===== src/rtl/pad_in_conditioner_pkg.sv =====
// Shared types and constants for the pad input conditioner.
// Pad indices name the asic_top pads that feed core logic.
package pad_cond_pkg;

    typedef enum logic {
        S_WAIT,
        S_LOCKED
    } strap_state_e;

    localparam int NUM_PADS_DEF   = 82;
    localparam int FILT_CNT_W_DEF = 4;
    localparam int STRAP_W_DEF    = 2;

    localparam int PAD_UART_RX      = 0;
    localparam int PAD_FLASH_MISO   = 12;
    localparam int PAD_CORE_SEL_LSB = 13;
    localparam int PAD_CORE_IRQ     = 15;
    localparam int PAD_GPIO_LSB     = 16;

    // core_irq and the 16 gpio pads are filtered
    localparam logic [NUM_PADS_DEF-1:0] DEFAULT_FILT_MASK =
        82'h0_FFFF_8000;

endpackage


===== src/rtl/pad_in_conditioner_if.sv =====
// Pad-side bundle: raw pads and threshold in,
// conditioned levels, edge pulses and straps out.
interface pad_in_conditioner_if
    import pad_cond_pkg::*;
#(
    parameter int NUM_PADS   = NUM_PADS_DEF,
    parameter int FILT_CNT_W = FILT_CNT_W_DEF,
    parameter int STRAP_W    = STRAP_W_DEF
);
    logic [NUM_PADS-1:0]   io_pad_i;
    logic [FILT_CNT_W-1:0] filt_thresh;
    logic [NUM_PADS-1:0]   pad_sync_o;
    logic [NUM_PADS-1:0]   pad_rise_o;
    logic [NUM_PADS-1:0]   pad_fall_o;
    logic [STRAP_W-1:0]    strap_o;
    logic                  strap_valid_o;

    modport master (
        output io_pad_i, filt_thresh,
        input  pad_sync_o, pad_rise_o, pad_fall_o,
        input  strap_o, strap_valid_o
    );

    modport slave (
        input  io_pad_i, filt_thresh,
        output pad_sync_o, pad_rise_o, pad_fall_o,
        output strap_o, strap_valid_o
    );
endinterface


===== src/rtl/pad_in_conditioner_glitch_filter.sv =====
// One-bit glitch filter: the level follows the synced input
// only after it has differed for the effective threshold.
module pad_glitch_filter #(
    parameter int CNT_W = 4
) (
    input  logic             clk,
    input  logic             rst_n,
    input  logic             sync_i,
    input  logic [CNT_W-1:0] thresh_i,
    output logic             level_d_o,
    output logic             level_q_o
);
    logic [CNT_W-1:0] cnt_q, cnt_d;
    logic [CNT_W-1:0] eff;
    logic [CNT_W:0]   inc;
    logic             level_q, level_d;

    assign eff = (thresh_i == '0) ? CNT_W'(1) : thresh_i;
    assign inc = {1'b0, cnt_q} + (CNT_W+1)'(1);

    always_comb begin
        level_d = level_q;
        cnt_d   = '0;
        if (sync_i != level_q) begin
            if (inc >= {1'b0, eff}) begin
                level_d = sync_i;
            end else if (&cnt_q) begin
                cnt_d = cnt_q;
            end else begin
                cnt_d = inc[CNT_W-1:0];
            end
        end
    end

    always_ff @(posedge clk or negedge rst_n) begin
        if (!rst_n) begin
            cnt_q   <= '0;
            level_q <= 1'b0;
        end else begin
            cnt_q   <= cnt_d;
            level_q <= level_d;
        end
    end

    assign level_d_o = level_d;
    assign level_q_o = level_q;
endmodule


===== src/rtl/pad_in_conditioner.sv =====
// Pad conditioner: synchronisers, optional glitch filters,
// registered edge pulses and a one-shot boot strap latch.
module pad_in_conditioner
    import pad_cond_pkg::*;
#(
    parameter int NUM_PADS    = NUM_PADS_DEF,
    parameter int SYNC_STAGES = 2,
    parameter int FILT_CNT_W  = FILT_CNT_W_DEF,
    parameter logic [NUM_PADS-1:0] FILT_MASK = DEFAULT_FILT_MASK,
    parameter int STRAP_LSB   = PAD_CORE_SEL_LSB,
    parameter int STRAP_W     = STRAP_W_DEF,
    parameter int STRAP_DELAY = 32
) (
    input logic clk_pad,
    input logic rst_n_pad,
    pad_in_conditioner_if.slave pif
);
    localparam int DCNT_W = $clog2(STRAP_DELAY + 1);

    logic [SYNC_STAGES-1:0][NUM_PADS-1:0] sync_q;
    logic [NUM_PADS-1:0] level_d, level_q;
    logic [NUM_PADS-1:0] rise_q, rise_d, fall_q, fall_d;
    strap_state_e        state_q, state_d;
    logic [DCNT_W-1:0]   dcnt_q, dcnt_d;
    logic [STRAP_W-1:0]  strap_q, strap_d;

    always_ff @(posedge clk_pad or negedge rst_n_pad) begin
        if (!rst_n_pad) begin
            sync_q <= '0;
        end else begin
            sync_q <= {sync_q[SYNC_STAGES-2:0], pif.io_pad_i};
        end
    end

    for (genvar i = 0; i < NUM_PADS; i++) begin : g_pad
        if (FILT_MASK[i]) begin : g_filt
            pad_glitch_filter #(.CNT_W(FILT_CNT_W)) u_filt (
                .clk       (clk_pad),
                .rst_n     (rst_n_pad),
                .sync_i    (sync_q[SYNC_STAGES-1][i]),
                .thresh_i  (pif.filt_thresh),
                .level_d_o (level_d[i]),
                .level_q_o (level_q[i])
            );
        end else begin : g_raw
            // the last sync stage is the level register itself
            assign level_d[i] = sync_q[SYNC_STAGES-2][i];
            assign level_q[i] = sync_q[SYNC_STAGES-1][i];
        end
    end

    always_comb begin
        state_d = state_q;
        dcnt_d  = dcnt_q;
        strap_d = strap_q;
        rise_d  = '0;
        fall_d  = '0;
        unique case (state_q)
            S_WAIT: begin
                if (dcnt_q == DCNT_W'(STRAP_DELAY - 1)) begin
                    strap_d = level_q[STRAP_LSB +: STRAP_W];
                    state_d = S_LOCKED;
                end else begin
                    dcnt_d = dcnt_q + DCNT_W'(1);
                end
            end
            S_LOCKED: begin
                rise_d = level_d & ~level_q;
                fall_d = ~level_d & level_q;
            end
            default: state_d = S_WAIT;
        endcase
    end

    always_ff @(posedge clk_pad or negedge rst_n_pad) begin
        if (!rst_n_pad) begin
            state_q <= S_WAIT;
            dcnt_q  <= '0;
            strap_q <= '0;
            rise_q  <= '0;
            fall_q  <= '0;
        end else begin
            state_q <= state_d;
            dcnt_q  <= dcnt_d;
            strap_q <= strap_d;
            rise_q  <= rise_d;
            fall_q  <= fall_d;
        end
    end

    assign pif.pad_sync_o    = level_q;
    assign pif.pad_rise_o    = rise_q;
    assign pif.pad_fall_o    = fall_q;
    assign pif.strap_o       = strap_q;
    assign pif.strap_valid_o = (state_q == S_LOCKED);
endmodule


===== src/flat_wrapper.sv =====
// flat-port wrapper written by rule: the top's interface ports become plain ports
module pad_in_conditioner_flat import pad_cond_pkg::*;
#(
    parameter int NUM_PADS    = NUM_PADS_DEF,
    parameter int SYNC_STAGES = 2,
    parameter int FILT_CNT_W  = FILT_CNT_W_DEF,
    parameter logic [NUM_PADS-1:0] FILT_MASK = DEFAULT_FILT_MASK,
    parameter int STRAP_LSB   = PAD_CORE_SEL_LSB,
    parameter int STRAP_W     = STRAP_W_DEF,
    parameter int STRAP_DELAY = 32
)
  (clk_pad, rst_n_pad, pif_io_pad_i, pif_filt_thresh, pif_pad_sync_o, pif_pad_rise_o, pif_pad_fall_o, pif_strap_o, pif_strap_valid_o);
  pad_in_conditioner_if #(.NUM_PADS(NUM_PADS), .FILT_CNT_W(FILT_CNT_W), .STRAP_W(STRAP_W)) pif_i ();
  input logic clk_pad;
  input logic rst_n_pad;
  input wire logic [$bits(pif_i.io_pad_i)-1:0] pif_io_pad_i;
  input wire logic [$bits(pif_i.filt_thresh)-1:0] pif_filt_thresh;
  output wire logic [$bits(pif_i.pad_sync_o)-1:0] pif_pad_sync_o;
  output wire logic [$bits(pif_i.pad_rise_o)-1:0] pif_pad_rise_o;
  output wire logic [$bits(pif_i.pad_fall_o)-1:0] pif_pad_fall_o;
  output wire logic [$bits(pif_i.strap_o)-1:0] pif_strap_o;
  output wire logic [$bits(pif_i.strap_valid_o)-1:0] pif_strap_valid_o;
  assign pif_i.io_pad_i = pif_io_pad_i;
  assign pif_i.filt_thresh = pif_filt_thresh;
  assign pif_pad_sync_o = pif_i.pad_sync_o;
  assign pif_pad_rise_o = pif_i.pad_rise_o;
  assign pif_pad_fall_o = pif_i.pad_fall_o;
  assign pif_strap_o = pif_i.strap_o;
  assign pif_strap_valid_o = pif_i.strap_valid_o;
  pad_in_conditioner #(.NUM_PADS(NUM_PADS), .SYNC_STAGES(SYNC_STAGES), .FILT_CNT_W(FILT_CNT_W), .FILT_MASK(FILT_MASK), .STRAP_LSB(STRAP_LSB), .STRAP_W(STRAP_W), .STRAP_DELAY(STRAP_DELAY)) u_core (.clk_pad(clk_pad), .rst_n_pad(rst_n_pad), .pif(pif_i));
endmodule

===== config.mk =====
export PLATFORM = sky130hd
export DESIGN_NAME = pad_in_conditioner_flat
export DESIGN_NICKNAME = d
export VERILOG_FILES = /design/src/rtl/pad_in_conditioner_pkg.sv /design/src/rtl/pad_in_conditioner_if.sv /design/src/rtl/pad_in_conditioner_glitch_filter.sv /design/src/rtl/pad_in_conditioner.sv /design/src/flat_wrapper.sv
export SDC_FILE = /design/constraint.sdc
export NUM_CORES = 1
export LEC_CHECK = 0
export ABC_AREA = 0
export BUFFER_PORTS_ARGS = -buffer_cell sky130_fd_sc_hd__clkbuf_2
export CAP_MARGIN = 40
export CORE_AREA = 10 10 184 186
export CTS_CLUSTER_SIZE = 20
export DETAILED_ROUTE_END_ITERATION = 6
export DIE_AREA = 0 0 194 196
export PLACE_DENSITY = 0.78
export SYNTH_ARGS = -nofsm -noshare
export SYNTH_HDL_FRONTEND = slang
export SYNTH_SLANG_ARGS = --single-unit
export TNS_END_PERCENT = 5

===== constraint.sdc =====
create_clock -name clk_pad -period 2.15 [get_ports clk_pad]
set_input_delay 0.215 -clock clk_pad [delete_from_list [all_inputs] [get_ports clk_pad]]
set_output_delay 0.215 -clock clk_pad [all_outputs]
set_load 0.005 [all_outputs]

======== Word level (Yosys, flattened, before mapping) ========
Index checks and enable logic that the tools add are counted.
word-level totals
  output and inout port bits .............. 249
  register bits after elaboration ......... 422
operators by class
  bitwise logic cells ..................... 6
  reduce and logical (&&, ||, !) cells .... 20
  multiplexer cells ....................... 90
  add/subtract/negate cells ............... 18
  order comparisons ....................... 17
  eq/ne operators ......................... 35
operator list
  cell                                                 count
  two-way mux 4 bit                                    52
  bitwise AND 82 bit                                   2
  two-way mux 82 bit                                   2
  inverter 82 bit                                      2
  adder 4 x 1 -> 5 bit, second input constant          17
  greater-or-equal comparator 5 x 4 -> 1 bit           17
  AND reduction 4 bit                                  17
  != test 3 bit, second input constant                 17
  two-way mux 1 bit                                    36
  != test 1 bit                                        17
  adder 6 x 1 -> 6 bit, second input constant          1
  equality test 6 x 5 -> 1 bit, second input constant  1
  zero test 4 bit                                      1
  AND reduction 2 bit                                  2
  inverter 1 bit                                       2

======== Longest topological paths before layout ========
Gate-level depths: netlist of the first run.
  depth after elaboration ................. 8
  gate-level depth with buffers ........... 9
  depth with buffers taken out ............ 8

======== By module ========
From an unflattened synthesis of the first run, not the netlist that was laid out.
second synthesis, totals
  cells, all modules ...................... 1236
  area, all modules ....................... 16483.3 sq um
modules (own cells, without submodules)
  module              area an instance (sq um)  times used  cells an instance
  pad_in_conditioner  10421.2                   1           692
  pad_glitch_filter   356.6                     17          32

======== Least setup slack after synthesis of the first run ========
OpenSTA, ideal clock, no wires.
  path kind ............................... input to register
  start ................................... in pif_filt_thresh[2]
  end ..................................... reg u_core.g_pad[25].g_filt.u_filt.level_q
  setup time .............................. 125 ps
  path buffers ............................ 1
  path slack .............................. -213 ps
  data arrival time ....................... 2238 ps
  cell stages on the path ................. 9
  data required time ...................... 2025 ps
  cell sequence ........................... clkbuf_1 nor3_1 or2_2 ha_1 nand2b_1 a21oi_1 maj3_2 o211a_1 mux2_4
between the ends
  word-level cells in the longest chain between the ends .. 5
RTL lines
  what                                                line                                    RTL
  from (decl)                                         flat_wrapper.sv:17                      input wire logic [$bits(pif_i.filt_thresh)-1:0] pif_filt_thresh;
  zero test 4 bit                                     pad_in_conditioner_glitch_filter.sv:18  assign eff = (thresh_i == '0) ? CNT_W'(1) : thresh_i;
  two-way mux 4 bit (*)                               pad_in_conditioner_glitch_filter.sv:18
  greater-or-equal comparator 5 x 4 -> 1 bit (*)      pad_in_conditioner_glitch_filter.sv:25  if (inc >= {1'b0, eff}) begin
  two-way mux 1 bit (*)                               pad_in_conditioner_glitch_filter.sv:25
  two-way mux 1 bit (*)                               pad_in_conditioner_glitch_filter.sv:24  if (sync_i != level_q) begin
  named net u_core.g_pad[25].g_filt.u_filt.level_d_o  pad_in_conditioner_glitch_filter.sv:10  output logic level_d_o,
  to (signal assigned)                                pad_in_conditioner_glitch_filter.sv:41  level_q <= level_d;
  to (decl)                                           pad_in_conditioner_glitch_filter.sv:16  logic level_q, level_d;
Mark *: on every way through the listed nets, which the timed path passes. The rest lies on a longest branch.
A chain may end at the register's enable or synchronous reset.

======== Final worst setup path of the first run ========
  start ................................... reg u_core.g_pad[31].g_filt.u_filt.cnt_q[0]
  end ..................................... reg u_core.g_pad[31].g_filt.u_filt.cnt_q[0]
between the ends
  word-level cells in the longest chain between the ends .. 4
  elaborated cells on any way between the ends .. 7
RTL lines
  what                                                                             line                                                                            RTL
  from (decl)                                                                      pad_in_conditioner_glitch_filter.sv:13                                          logic [CNT_W-1:0] cnt_q, cnt_d;
  from (signal assigned)                                                           pad_in_conditioner_glitch_filter.sv:40                                          cnt_q <= cnt_d;
  adder 4 x 1 -> 5 bit                                                             pad_in_conditioner_glitch_filter.sv:19                                          assign inc = {1'b0, cnt_q} + (CNT_W+1)'(1);
  greater-or-equal comparator 5 x 4 -> 1 bit or two-way mux 4 bit (tied branches)  pad_in_conditioner_glitch_filter.sv:25, pad_in_conditioner_glitch_filter.sv:27
  two-way mux 4 bit                                                                pad_in_conditioner_glitch_filter.sv:25
  two-way mux 4 bit                                                                pad_in_conditioner_glitch_filter.sv:24
Parallel ways exist; a longest one is shown, timed or not. The select of a mux whose other input is x is not followed.

==> summary.txt, run 1 <==
status: completed
cell family with most CP delay: adder cells
Crit. End Element: flop
top cell type's share of synthesized area: 65.5%
Worst Path Required: 2560 ps
worst hold margin: 194 ps
cell area after synthesis: 0.0161 mm^2
Setup Skew: 17.1 ps
placement row count: 64
Slew HR: 53.7%
TritonCTS clock tree: yes
Ys Warns: 0
Synth Register Bits: 422
ys flop type: dfrtp_1
setup bufs post-CTS: 0
clock sink total: 422
NumNets Final: 1774
final hold violations: 0
GPL Wtd Cong: 0.840
diodes inserted: 0
routed vias/inst: 5.25
most frequent CP cell: ha_1
DRC viols: 0
die width: 194 um
Die Span Y: 196 um
Mapped Cells: 1259
Async SR Flop Fraction: 100%
syn nets: 1399
H-tree Lvls: 2
die area: 0.0380 mm^2
upper clock frequency limit: 486 MHz
DR WL/cell: 19.6 um
detailed placement HPWL: 26700 um
CP arrival: 2470 ps
area leader, netlist: dfrtp_1
unrepaired setup endpoints after global routing: no
top-level I/O count: 337
slowest CP cell: dfrtp_1
Max IR drop VDD: 0.000749 V
setup TNS: 0 ps
CP bufs+invs: 0
Hold Path Class: in2async
layout cell share with drive strength beyond 1: 27.8%
CTS buffer count: 42
pwr dens: 1070 mW/mm^2
Clock transition at path regs: 60 ps
leakage: 10.1 nW
Worst setup SP type: flop
drt pass-1 iters: 5
clock buffer depth: 3
Root Buffer: clkbuf_16
final setup violation count: 0
crit-path cells: ha_1, ha_1, a21oi_1, maj3_1, o211ai_1, nor2_1
final slew viol count: 0
port bufs: 336
number of global-route vias before repair: 11791
DR vias: 10836
Tcrit/Tclk final: 95.7%
Skew-Pair Late Insertion Delay: 540 ps
number of synthesized flops with an enable pin: 0
R2R Setup Slk: 90 ps
1st-iter DRT viols: 496
Worst-Margin Slew: 688 ps
post-route ant nets: 0
syn_area_per_cell: 12.8 um^2
grt total ovfl: 0
min Tclk post-route: 2060 ps
sequential share of the synthesized area: 65.5%
Critical Path Max Stage Delay: 430 ps
GRT Total Usage: 20.9%
Starting Density: 53.3%
library cells used by synthesis: 40
critical path type: reg2reg
Area Overhead vs Synth: 24.8%
ranking of synthesized cells by area: dfrtp_1 65%, ha_1 4.0%, buf_4 3.8%
post-cts resize count: 0
final WL: 40500 um
first-pass GRT wire length: 64800 um
Core ar.: 0.0303 mm^2
largest net degree at the start of global routing: 148
initial antenna violation count: 0
max cap viols: 0
Worst Path Max Fanout: 4
## stage by stage
stage	worst slack (ps)	instances	instance area, um^2	util (%)	total power [mW]
global route	0.452	2063	20100	66.5	22.7
floorplan	20.9	1259	16100	-	12.6
finish	93.0	2063	20100	66.5	21.6
CTS	99.3	2063	20100	66.5	21.7
global placement	25.8	1903	17900	59.0	13.8
detailed placement	-10.1	1903	17900	59.0	14.0
## where the power goes
group	switching, mW	total, mW	internal (mW)
clock network	3.06	7.54	4.49
logic	2.28	4.52	2.24
registers	0.714	9.53	8.82
total	6.05	21.6	15.5
## layout by cell type, fill, tap and decap left out, types with 19 or more instances in the layout
cell type / count
and3b_1: 65
clkbuf_16: 43
xnor2_1: 38
nor2_1: 117
xor2_1: 19
dlygate4sd3_1: 83
nand2_1: 105
nor2b_1: 32
clkbuf_2: 335
a21oi_1: 52
ha_1: 52
nand3_1: 35
dfrtp_1: 421
## layout make-up
type / count / area [um^2]
clock buffer: 60 / 1230
clock inverter: 17 / 209
fill: 2115 / 10100
inverter: 2 / 7.51
multi-input combinational: 728 / 4850
sequential: 422 / 10600
tap: 396 / 495
timing repair buffer: 438 / 2770
## worst paths after layout
check	start	end	cells after the start
max	u_core.g_pad[31].g_filt.u_filt.cnt_q[0]	u_core.g_pad[31].g_filt.u_filt.cnt_q[0]	6
min	rst_n_pad	u_core.pif.pad_rise_o[60]	2
max reg2reg	u_core.g_pad[31].g_filt.u_filt.cnt_q[0]	u_core.g_pad[31].g_filt.u_filt.cnt_q[0]	6
min reg2reg	u_core.sync_q[21]	u_core.sync_q[103]	0
max in group asynchronous	rst_n_pad	u_core.pif.pad_rise_o[32]	4
min in group clk_pad	pif_io_pad_i[35]	u_core.level_d[35]	2
## registers in the layout, summed over array words and instances (netlist names)
signal	cells
u_core.pif.strap_valid_o	1
u_core.g_pad.g_filt.u_filt.cnt_q	68
u_core.pif.pad_rise_o	82
u_core.level_d	65
u_core.pif.strap_o	2
u_core.sync_q	34
u_core.g_pad.g_filt.u_filt.level_q_o	17
u_core.pif.pad_sync_o	65
u_core.pif.pad_fall_o	82
u_core.dcnt_q	6
## cells in the mapped netlist, types with 17 or more instances
cell	instances
dfrtp_1	422
nor2_1	117
nand2_1	105
buf_4	82
and3b_1	65
a21oi_1	52
ha_1	52
xnor2_1	38
nand3_1	35
nor2b_1	32
clkbuf_1	24
xor2_1	19
a21o_1	17
and3_1	17
nand2b_1	17
or2_2	17
## routing by layer
| metal | GRT usage, % | part of all wire, % |
|---|---|---|
| met1 | 23.6 | 38 |
| met2 | 36.6 | 51 |
| met3 | 7.06 | 7.9 |
| met4 | 6.78 | 3.0 |
| met5 | 0 | 0 |
## repair_timing
| item | in CTS | in global routing |
|---|---|---|
| hold buffers | 83 | 0 |
| endpoints found under the hold margin | 131 | 0 |
| setup endpoints to repair | 0 | 3 |
## cell families after synthesis
| group | count (synthesis) | share of synthesized area, % |
|---|---|---|
| muxes | 4 | 0.295 |
| AOI/OAI and AO/OA | 169 | 7.59 |
| xor gates and xnor gates | 57 | 3.10 |
| adders and majority gates | 69 | 5.10 |
| and+or+nand+nor | 429 | 14.0 |
| DFF | 422 | 65.5 |
| buffers and inverters | 109 | 4.45 |
No activity file was read; power rests on OpenSTA's default activity.
==> inputs of run 2 (changes only) <==
CORE_AREA = 2 2 175 177   (was 10 10 184 186)
DIE_AREA = 0 0 177 179   (was 0 0 194 196)
PLACE_DENSITY = 0.79   (was 0.78)
clock period = 2.56 ns   (was 2.15 ns; I/O delays follow)
==> summary.txt, run 2 (synthesis results as in run 1) <==
Starting Density: 53.7%
unrepaired setup endpoints after global routing: no
first-pass GRT wire length: 56800 um
Die Span Y: 179 um
critical path type: reg2reg
Crit. End Element: flop
Root Buffer: clkbuf_16
GPL Wtd Cong: 0.800
global routing's busiest layer: met2
H-tree Lvls: 2
Worst-Margin Slew: 597 ps
clock buffer depth: 3
Hold Path Class: in2async
Worst setup SP type: flop
1st-iter DRT viols: 494
pwr dens: 882 mW/mm^2
NumNets Final: 1770
Setup Slack @ Placement: 116 ps
Tcrit/Tclk final: 84.7%
Critical Path Max Stage Delay: 440 ps
TritonCTS clock tree: yes
final slew viol count: 0
GRT Total Usage: 22.6%
Clock transition at path regs: 60 ps
initial antenna violation count: 2
most frequent cells in the layout: 421 x dfrtp_1, 335 x clkbuf_2, 117 x nor2_1
GR Util met3: 5.45%
CP arrival: 2570 ps
Max IR drop VDD: 0.000597 V
CP bufs+invs: 0
placement row count: 64
upper clock frequency limit: 461 MHz
Worst Path Required: 2960 ps
Slew HR: 60.2%
DR vias: 10731
cell family with most CP delay: adder cells
top-level I/O count: 337
status: completed
slowest CP cell: dfrtp_1
grt total ovfl: 0
GR Layer Usage met1: 27.3%
Worst Path Max Fanout: 5
PnR worst setup slack: 392 ps
clock sink total: 422
setup TNS: 0 ps
number of global-route vias before repair: 11186
most frequent CP cell: ha_1
post-route ant nets: 0
DR WL/cell: 17.6 um
largest net degree at the start of global routing: 138
Skew-Pair Late Insertion Delay: 540 ps
Core ar.: 0.0300 mm^2
Setup Skew: 19.3 ps
final WL: 36200 um
DRC viols: 0
drt pass-1 iters: 5
most common cell after layout, fill and taps aside: dfrtp_1
max cap viols: 0
met2 usage: 39.6%
CTS buffer count: 42
port bufs: 336
final setup violation count: 0
detailed placement HPWL: 23100 um
die width: 177 um
crit-path cells: ha_1, ha_1, a21oi_1, maj3_2, o211a_1, nor4bb_1
leakage: 10.1 nW
Area Overhead vs Synth: 23.8%
routed vias/inst: 5.22
die area: 0.0317 mm^2
final hold violations: 0
Filler cells: 2149
min Tclk post-route: 2170 ps
layout cell share with drive strength beyond 1: 27.3%
[run 2: layer usage]
metal  vias up  wire, um
li1       4977         -
met1      5321     14400
met5         -        13
met2       344     18600
met4         2      1110
met3        87      2120
[run 2: path summary, 6_finish.rpt]
path / startpoint / to / slack [ps] / depth (start not counted)
worst max register to register: u_core.g_pad[25].g_filt.u_filt.cnt_q[0] / u_core.pif.pad_fall_o[25] / 390 / 6
worst min register to register: u_core.sync_q[29] / u_core.sync_q[111] / 350 / 0
max in group asynchronous: rst_n_pad / u_core.pif.pad_sync_o[14] / 1400 / 3
worst min-delay path: rst_n_pad / u_core.pif.pad_rise_o[51] / 320 / 2
worst max-delay path: u_core.g_pad[25].g_filt.u_filt.cnt_q[0] / u_core.pif.pad_fall_o[25] / 390 / 6
min in group clk_pad: u_core.sync_q[29] / u_core.sync_q[111] / 350 / 0
[run 2: worst register-to-register path, stage by stage, from the launching register on]
cell,delay (ps)
dfrtp_1,440
ha_1,360
ha_1,290
a21oi_1,80
maj3_2,310
o211a_1,260
nor4bb_1,320
[run 2: through the flow]
stage / power [mW] / hold WS [ps] / cells / utilization (%) / instance area (um^2)
after floorplan: 10.6 / -39.6 / 1259 / - / 16100
after global routing: 18.6 / 335 / 2054 / 66.5 / 20000
final: 17.6 / 317 / 2054 / 66.5 / 20000
after global placement: 11.5 / 280 / 1899 / 59.3 / 17800
after CTS: 17.7 / 309 / 2053 / 66.5 / 20000
after detailed placement: 11.7 / 286 / 1899 / 59.3 / 17800
[run 2: power by group]
group | total, mW | internal (mW) | switching (mW)
logic | 3.68 | 1.84 | 1.84
registers | 8.02 | 7.41 | 0.612
clock network | 5.92 | 3.42 | 2.49
[run 2: what timing repair did]
item,CTS,global route
resized for setup,0,0
endpoints found under the hold margin,143,0
hold buffers,83,0
buffers inserted,0,0
setup endpoints to repair,0,0
[run 2: area by class of cell]
cell class / count / area [um^2] / area share [%]
Inverter: 2 / 7.51 / 0.0376
Antenna cell: 1 / 2.50 / 0.0125
Multi-Input combinational cell: 728 / 4850 / 24.3
Clock buffer: 60 / 1220 / 6.11
Clock inverter: 11 / 113 / 0.564
Timing Repair Buffer: 434 / 2710 / 13.6
Tap cell: 396 / 495 / 2.48
Sequential cell: 422 / 10600 / 52.9
